$ cat config.mk
export PLATFORM = sky130hd
export DESIGN_NAME = wall_arbiter
export DESIGN_NICKNAME = d
export VERILOG_FILES = /design/src/rtl/wall_arbiter.sv
export SDC_FILE = /design/constraint.sdc
export NUM_CORES = 1
export LEC_CHECK = 0
export ABC_AREA = 1
export CAP_MARGIN = 5
export CORE_MARGIN = 2
export CORE_UTILIZATION = 46
export CTS_BUF_LIST = sky130_fd_sc_hd__clkbuf_16
export CTS_CLUSTER_DIAMETER = 40
export CTS_CLUSTER_SIZE = 24
export DETAILED_ROUTE_END_ITERATION = 8
export PLACE_DENSITY_LB_ADDON = 0.1
export SLEW_MARGIN = 20
export SYNTH_ARGS = -nofsm -noshare
export SYNTH_HDL_FRONTEND = slang
export SYNTH_SLANG_ARGS = --single-unit
$ cat constraint.sdc
create_clock -name i_clk -period 3.2 [get_ports i_clk]
set_input_delay 0.32 -clock i_clk [delete_from_list [all_inputs] [get_ports i_clk]]
set_output_delay 0.32 -clock i_clk [all_outputs]
set_load 0.005 [all_outputs]
$ cat src/rtl/wall_arbiter.sv
// -----------------------------------------------------------------------------
// wall_arbiter
//   Shares one wall-map lookup port between Pac-Man (requester 0) and three
//   ghosts (requesters 1-3). One query is served at a time by a four-state
//   FSM: IDLE -> ISSUE -> WAIT -> RESP. Out-of-range coordinates skip the
//   lookup and report a wall.
//
// Configuration macro:
//   WALL_ARB_PAC_PRIORITY_EN  defined   : req[0] always wins in IDLE, ghosts
//                                         round-robin among themselves.
//                             undefined : all four requesters round-robin.
//
// Parameters:
//   LOOKUP_LAT  cycles from o_wm_valid to i_wm_hit (1..4)
//   X_MAX/Y_MAX largest on-screen coordinates
//
// Ports:
//   i_clk        clock, all state on rising edge
//   i_rst_n      synchronous active-low reset
//   i_req[3:0]   per-requester query request, held until its response
//   i_qx/i_qy    packed 10-bit coordinates, requester i at [10i+9:10i]
//   o_wm_valid   one-cycle lookup strobe to the wall map
//   o_wm_x/y     lookup coordinates
//   i_wm_hit     wall-map result, LOOKUP_LAT cycles after o_wm_valid
//   o_gnt        one-hot requester being served (issue through response)
//   o_rsp_valid  one-hot one-cycle response pulse
//   o_rsp_hit    wall result, valid with o_rsp_valid
//   o_busy       high whenever the FSM is not in IDLE
// -----------------------------------------------------------------------------
module wall_arbiter #(
   parameter int LOOKUP_LAT = 1,
   parameter int X_MAX      = 639,
   parameter int Y_MAX      = 479
) (
   input  logic        i_clk,
   input  logic        i_rst_n,
   input  logic [3:0]  i_req,
   input  logic [39:0] i_qx,
   input  logic [39:0] i_qy,
   output logic        o_wm_valid,
   output logic [9:0]  o_wm_x,
   output logic [9:0]  o_wm_y,
   input  logic        i_wm_hit,
   output logic [3:0]  o_gnt,
   output logic [3:0]  o_rsp_valid,
   output logic        o_rsp_hit,
   output logic        o_busy
);

   typedef enum logic [1:0] {S_IDLE, S_ISSUE, S_WAIT, S_RESP} state_t;

   localparam logic [9:0] LP_X_MAX = 10'(X_MAX);
   localparam logic [9:0] LP_Y_MAX = 10'(Y_MAX);
   localparam logic [1:0] LP_LAST  = 2'(LOOKUP_LAT - 1);

   state_t     r_state;
   logic [1:0] r_ptr;        // first index searched in the next IDLE
   logic [1:0] r_idx;        // index of the requester being served
   logic [1:0] r_cnt;        // cycles spent in WAIT
   logic       r_wm_valid;
   logic [9:0] r_wm_x;
   logic [9:0] r_wm_y;
   logic [3:0] r_gnt;
   logic [3:0] r_rsp_valid;
   logic       r_rsp_hit;
   logic       r_busy;

   logic [9:0] w_qx [4];
   logic [9:0] w_qy [4];
   logic       w_any;
   logic [1:0] w_win;
   logic [1:0] w_cand;
   logic [9:0] w_sel_x;
   logic [9:0] w_sel_y;
   logic       w_in_range;

   for (genvar g = 0; g < 4; g++) begin : g_unpack
      assign w_qx[g] = i_qx[10*g +: 10];
      assign w_qy[g] = i_qy[10*g +: 10];
   end

   // Winner search, starting at the round-robin pointer and wrapping 3->0.
   always_comb begin
      // NOTE: every variable gets a default before any branch so no latch is inferred.
      w_any  = 1'b0;
      w_win  = r_ptr;
      w_cand = r_ptr;
`ifdef WALL_ARB_PAC_PRIORITY_EN
      if (i_req[0]) begin
         w_any = 1'b1;
         w_win = 2'd0;
      end else begin
         // Ghosts only: index 0 is skipped so they rotate among themselves.
         for (int k = 0; k < 4; k++) begin
            w_cand = r_ptr + 2'(k);
            if (!w_any && (w_cand != 2'd0) && i_req[w_cand]) begin
               w_any = 1'b1;
               w_win = w_cand;
            end
         end
      end
`else
      for (int k = 0; k < 4; k++) begin
         w_cand = r_ptr + 2'(k);
         if (!w_any && i_req[w_cand]) begin
            w_any = 1'b1;
            w_win = w_cand;
         end
      end
`endif
   end

   assign w_sel_x    = w_qx[w_win];
   assign w_sel_y    = w_qy[w_win];
   // Unsigned compare: "negative" coordinates arrive as large values and fail here.
   assign w_in_range = (w_sel_x <= LP_X_MAX) && (w_sel_y <= LP_Y_MAX);

   always_ff @(posedge i_clk) begin
      // NOTE: sequential state uses non-blocking assignments so every register
      // samples pre-edge values regardless of statement order.
      if (!i_rst_n) begin
         r_state     <= S_IDLE;
         r_ptr       <= 2'd0;
         r_idx       <= 2'd0;
         r_cnt       <= 2'd0;
         r_wm_valid  <= 1'b0;
         r_wm_x      <= 10'd0;
         r_wm_y      <= 10'd0;
         r_gnt       <= 4'd0;
         r_rsp_valid <= 4'd0;
         r_rsp_hit   <= 1'b0;
         r_busy      <= 1'b0;
      end else begin
         r_rsp_valid <= 4'd0;
         case (r_state)
            S_IDLE: begin
               if (w_any) begin
                  r_idx      <= w_win;
                  r_gnt      <= 4'b0001 << w_win;
                  r_wm_x     <= w_sel_x;
                  r_wm_y     <= w_sel_y;
                  // The strobe is registered here so it is high during ISSUE.
                  r_wm_valid <= w_in_range;
                  r_busy     <= 1'b1;
                  r_state    <= S_ISSUE;
               end
            end
            S_ISSUE: begin
               r_wm_valid <= 1'b0;
               if (r_wm_valid) begin
                  r_cnt   <= 2'd0;
                  r_state <= S_WAIT;
               end else begin
                  // Off-screen query: treat as wall without touching the map.
                  r_rsp_valid <= r_gnt;
                  r_rsp_hit   <= 1'b1;
                  r_state     <= S_RESP;
               end
            end
            S_WAIT: begin
               if (r_cnt == LP_LAST) begin
                  r_rsp_valid <= r_gnt;
                  r_rsp_hit   <= i_wm_hit;
                  r_state     <= S_RESP;
               end else begin
                  r_cnt <= r_cnt + 2'd1;
               end
            end
            S_RESP: begin
               r_gnt     <= 4'd0;
               r_rsp_hit <= 1'b0;
               r_busy    <= 1'b0;
`ifdef WALL_ARB_PAC_PRIORITY_EN
               if (r_idx != 2'd0) r_ptr <= r_idx + 2'd1;
`else
               r_ptr <= r_idx + 2'd1;
`endif
               r_state <= S_IDLE;
            end
            default: r_state <= S_IDLE;
         endcase
      end
   end

   assign o_wm_valid  = r_wm_valid;
   assign o_wm_x      = r_wm_x;
   assign o_wm_y      = r_wm_y;
   assign o_gnt       = r_gnt;
   assign o_rsp_valid = r_rsp_valid;
   assign o_rsp_hit   = r_rsp_hit;
   assign o_busy      = r_busy;

endmodule
==> results.py <==
metrics = {
    "outcome": {
        "outcome": "finished, final reports clean",
    },
    "floorplanning": {
        "fp.dieH_um": 79.67,
        "dieArea_um2": 6347,
        "core-area_um2": 5507,
        "ios": 118,
        "core.rowCount": 27,
        "die-width_um": 79.67,
        "start_util_pct": 47.83,
    },
    "sta": {
        "hold_viol": 0,
        "fin_crit_sh_pct": 88.06,
        "slew_violations": 0,
        "fin_crit_ps": 2818,
        "rsz0062_at_grt": "false",
        "worstMarginPinSlew_ps": 564.4,
        "holdWs_ps": 464.8,
        "tns_ps": 0,
        "slew_headroom_pct": 61.98,
        "fmax_mhz": 354.9,
        "finalClockSkew_ps": 7.170,
        "setup_viol_count_final": 0,
    },
    "grt": {
        "grt_pass1_vias": 2862,
        "antenna_found_initial": 0,
        "grtUsageTotal_pct": 24.59,
        "grt_pass1_wl_um": 12570,
        "grt.overflow.total": 0,
        "grt_max_degree": 26,
    },
    "worst_hold_path": {
        "hold_class": "flip-flop to flip-flop",
        "hold_start": "r_cnt[1]",
        "holdPathEnd": "r_cnt[1]",
        "whs_path_depth": 2,
    },
    "finish": {
        "n_fill_cell": 462,
        "regArea_um2": 780.7,
        "drive_above_1_share_pct": 7.407,
        "fin_nets": 632,
        "multiInputGateArea_um2": 1495,
        "num_antenna_cells": 0,
        "postLayoutCellArea_um2": 3993,
        "syn_to_final_growth_pct": 51.59,
    },
    "critical_path": {
        "reg2reg_slack_ps": 380,
        "r2r_start": "r_ptr[1]",
        "worstPathRequired_ps": 3360,
        "worst-endpoint-arrival_ps": 2980,
        "cp_slowest_stage_delay_ps": 520,
        "slowest_stage": "dfxtp_1",
        "crit_path_cell_trace": "inv_4 > nand2_1 > nand2_2 > nand2_2 > nand2_2 > nor2_2 > nand4_2 > nand2_4 > nand2_1 > or2_2 > o2111ai_1 > a21oi_1",
        "reg2reg_depth": 12,
        "cp-end-kind": "flip-flop",
        "rr_endpoint": "o_wm_y[0]",
        "cp-start-kind": "flip-flop",
        "critPathLaunch": "r_ptr[1]",
        "path_class": "flip-flop to flip-flop",
        "cpMostUsedCell": "nand2_2",
        "crit_fanout": 25,
    },
    "clocking": {
        "cts_hold_buf": 0,
        "cts_tree": "yes",
        "cts_buffers": 5,
        "clkTransAtPathRegs_ps": 60,
        "clock-sinks": 39,
        "post_cts_resized": 0,
        "post_cts_buffers": 0,
        "root_buffer": "clkbuf_16",
        "clockBufferDepth": 2,
        "h-tree-depth": 2,
        "clkLatencyLatePin_ps": 280,
    },
    "synthesis": {
        "synth_cell_types": 32,
        "synth_xor_area_share_pct": 0.3325,
        "synth_compound_area_share_pct": 16.20,
        "synth_top_family_by_area": "simple AND/OR/NAND/NOR gates",
        "avgSynthCellArea_um2": 6.168,
        "ys_top_cells_by_area": "dfxtp_1 30%, nand2_1 21%, inv_1 8.7%",
        "syn_inst": 427,
        "synthFlopType": "dfxtp_1",
        "async_reset_ff_share_pct": 0,
        "netlist_area_um2": 2634,
        "synth-edff-count": 0,
        "synth_fa_ha_area_share_pct": 2.850,
        "yosysTopAreaCell": "dfxtp_1",
        "synth_top_area_share_pct": 29.64,
        "synth_seq_cells": 39,
        "yosysWarnings": 0,
        "seq_area_frac_synth_pct": 29.64,
        "synth.mux.area_fraction_pct": 0,
        "yosys.area_share.simple_pct": 37.29,
        "synth_nets": 520,
    },
    "route": {
        "drc_errors": 0,
        "topRoutingLayerUsed": "met4",
        "detail-route-antenna-nets": 0,
        "vias_per_cell": 5.023,
        "wirelength_um": 7706,
        "drt-initial-drc-count": 166,
        "wl_met2_um": 3954,
        "wl_per_cell_um": 12.59,
        "wl_met1_um": 3243,
        "route.met3.wl_um": 393,
        "dr.pass1.iters": 4,
        "dr_total_vias": 3074,
    },
    "placed_design": {
        "port_buffers": 117,
        "dpl.hpwl_um": 5825,
        "place.gp.congestion": 0.8913,
        "place_area_um2": 3825,
    },
    "job": {
        "cap_violations": 0,
    },
    "pwr": {
        "p_leak_nw": 1.905,
        "peakVddDrop_mv": 0.5276,
        "power.density_nw_per_um2": 806.6,
    },
}
[critical path, delay by kind of cell, from the launching register on]
kind,cells,cell delay (ps)
AND/OR/NAND/NOR,9,1890
flip-flops,1,520
buffers and inverters,1,100
AO/OA/AOI/OAI,2,180
[metrics by stage]
stage / power [mW] / util, % / cells / setup WS, ps
global route: 3.498 / 72.51 / 612 / 163.0
floorplan: 1.997 / - / 427 / 1324
CTS: 3.217 / 72.51 / 612 / 437.4
global placement: 2.565 / 69.46 / 604 / 462.1
finish: 3.221 / 72.51 / 612 / 382.1
detailed placement: 2.628 / 69.46 / 604 / 267.0
[flip-flops by register name (all words and copies together) (netlist names)]
name and flops:
o_busy 1, o_gnt 4, o_rsp_hit 1, o_rsp_valid 4, o_wm_valid 1, o_wm_x 10
o_wm_y 10, r_cnt 2, r_idx 2, r_ptr 2, r_state 2
[cell usage after synthesis, types with 2 or more instances]
master	number
clkbuf_1	7
a21oi_1	27
or2_2	6
nand2_2	10
o21ai_0	27
nand3_1	22
nand3b_1	5
nand2_1	147
o22ai_1	4
nor2_1	23
nand4_1	2
ha_1	6
buf_4	2
buf_6	5
o211ai_1	4
inv_2	2
nand4_2	2
inv_1	61
o2111ai_1	6
nor3b_1	4
dfxtp_1	39
o21ai_1	3
buf_2	4
[layer usage]
layer | vias to the layer above | track usage, %
met1 | 1403 | 29.17
met5 | - | 0
li1 | 1574 | -
met3 | 13 | 5.090
met2 | 84 | 44.12
met4 | 0 | 7.586
[cell families after synthesis]
family | after synthesis
xor+xnor | 1
simple gates | 224
buf+inv | 82
compound gates | 75
flops | 39
fa+ha+maj | 6
[layout make-up]
cell class | instances | area share (%)
clock inverters | 3 | 1.065
repair buffers | 123 | 30.46
flip-flops and latches | 39 | 19.55
clock buffers | 5 | 3.134
multi-input cells | 306 | 37.45
well taps | 72 | 2.256
inverters | 64 | 6.080
[where the power goes]
part | internal, mW | switching, mW | total, mW | leakage (nW)
registers | 0.657 | 0.112 | 0.769 | 0.322
clock network | 0.368 | 0.202 | 0.570 | 0.0818
logic | 0.794 | 1.09 | 1.88 | 1.50
total | 1.82 | 1.40 | 3.22 | 1.91
[worst max-delay path by stage]
stage	end	slack [ps]	cells past startpoint
floorplan	o_wm_y[2]	1320	15
global placement	o_wm_y[2]	460	12
detailed placement	o_wm_y[0]	270	12
CTS	o_wm_y[0]	440	12
global route	o_wm_x[0]	160	12
finish	o_wm_y[0]	380	12
[layout by cell type, fill, tap and decap left out]
master / netlist / final
o211ai_1: 4 / 4
clkdlybuf4s50_1: 0 / 117
inv_1: 61 / 61
o21ai_0: 27 / 27
clkinv_1: 0 / 1
inv_2: 2 / 2
nor2_1: 23 / 22
nand3_1: 22 / 22
dfxtp_1: 39 / 39
a22oi_1: 1 / 1
clkbuf_16: 0 / 5
nor2_2: 1 / 2
o2111ai_1: 6 / 6
nand2_1: 147 / 147
nand4_2: 2 / 2
nand2_4: 1 / 1
inv_4: 1 / 1
or2_2: 6 / 6
xor2_1: 1 / 1
nand4_1: 2 / 2
a21oi_1: 27 / 27
o21ai_2: 1 / 1
inv_6: 0 / 1
ha_1: 6 / 6
a311oi_1: 1 / 1
a21oi_2: 1 / 1
nand3b_1: 5 / 5
o21ai_1: 3 / 3
bufinv_16: 0 / 1
nor3b_1: 4 / 4
nand2_2: 10 / 10
o22ai_1: 4 / 4
buf_4: 2 / 6
nor2_4: 1 / 1
Power figures use the tool's default switching activity.
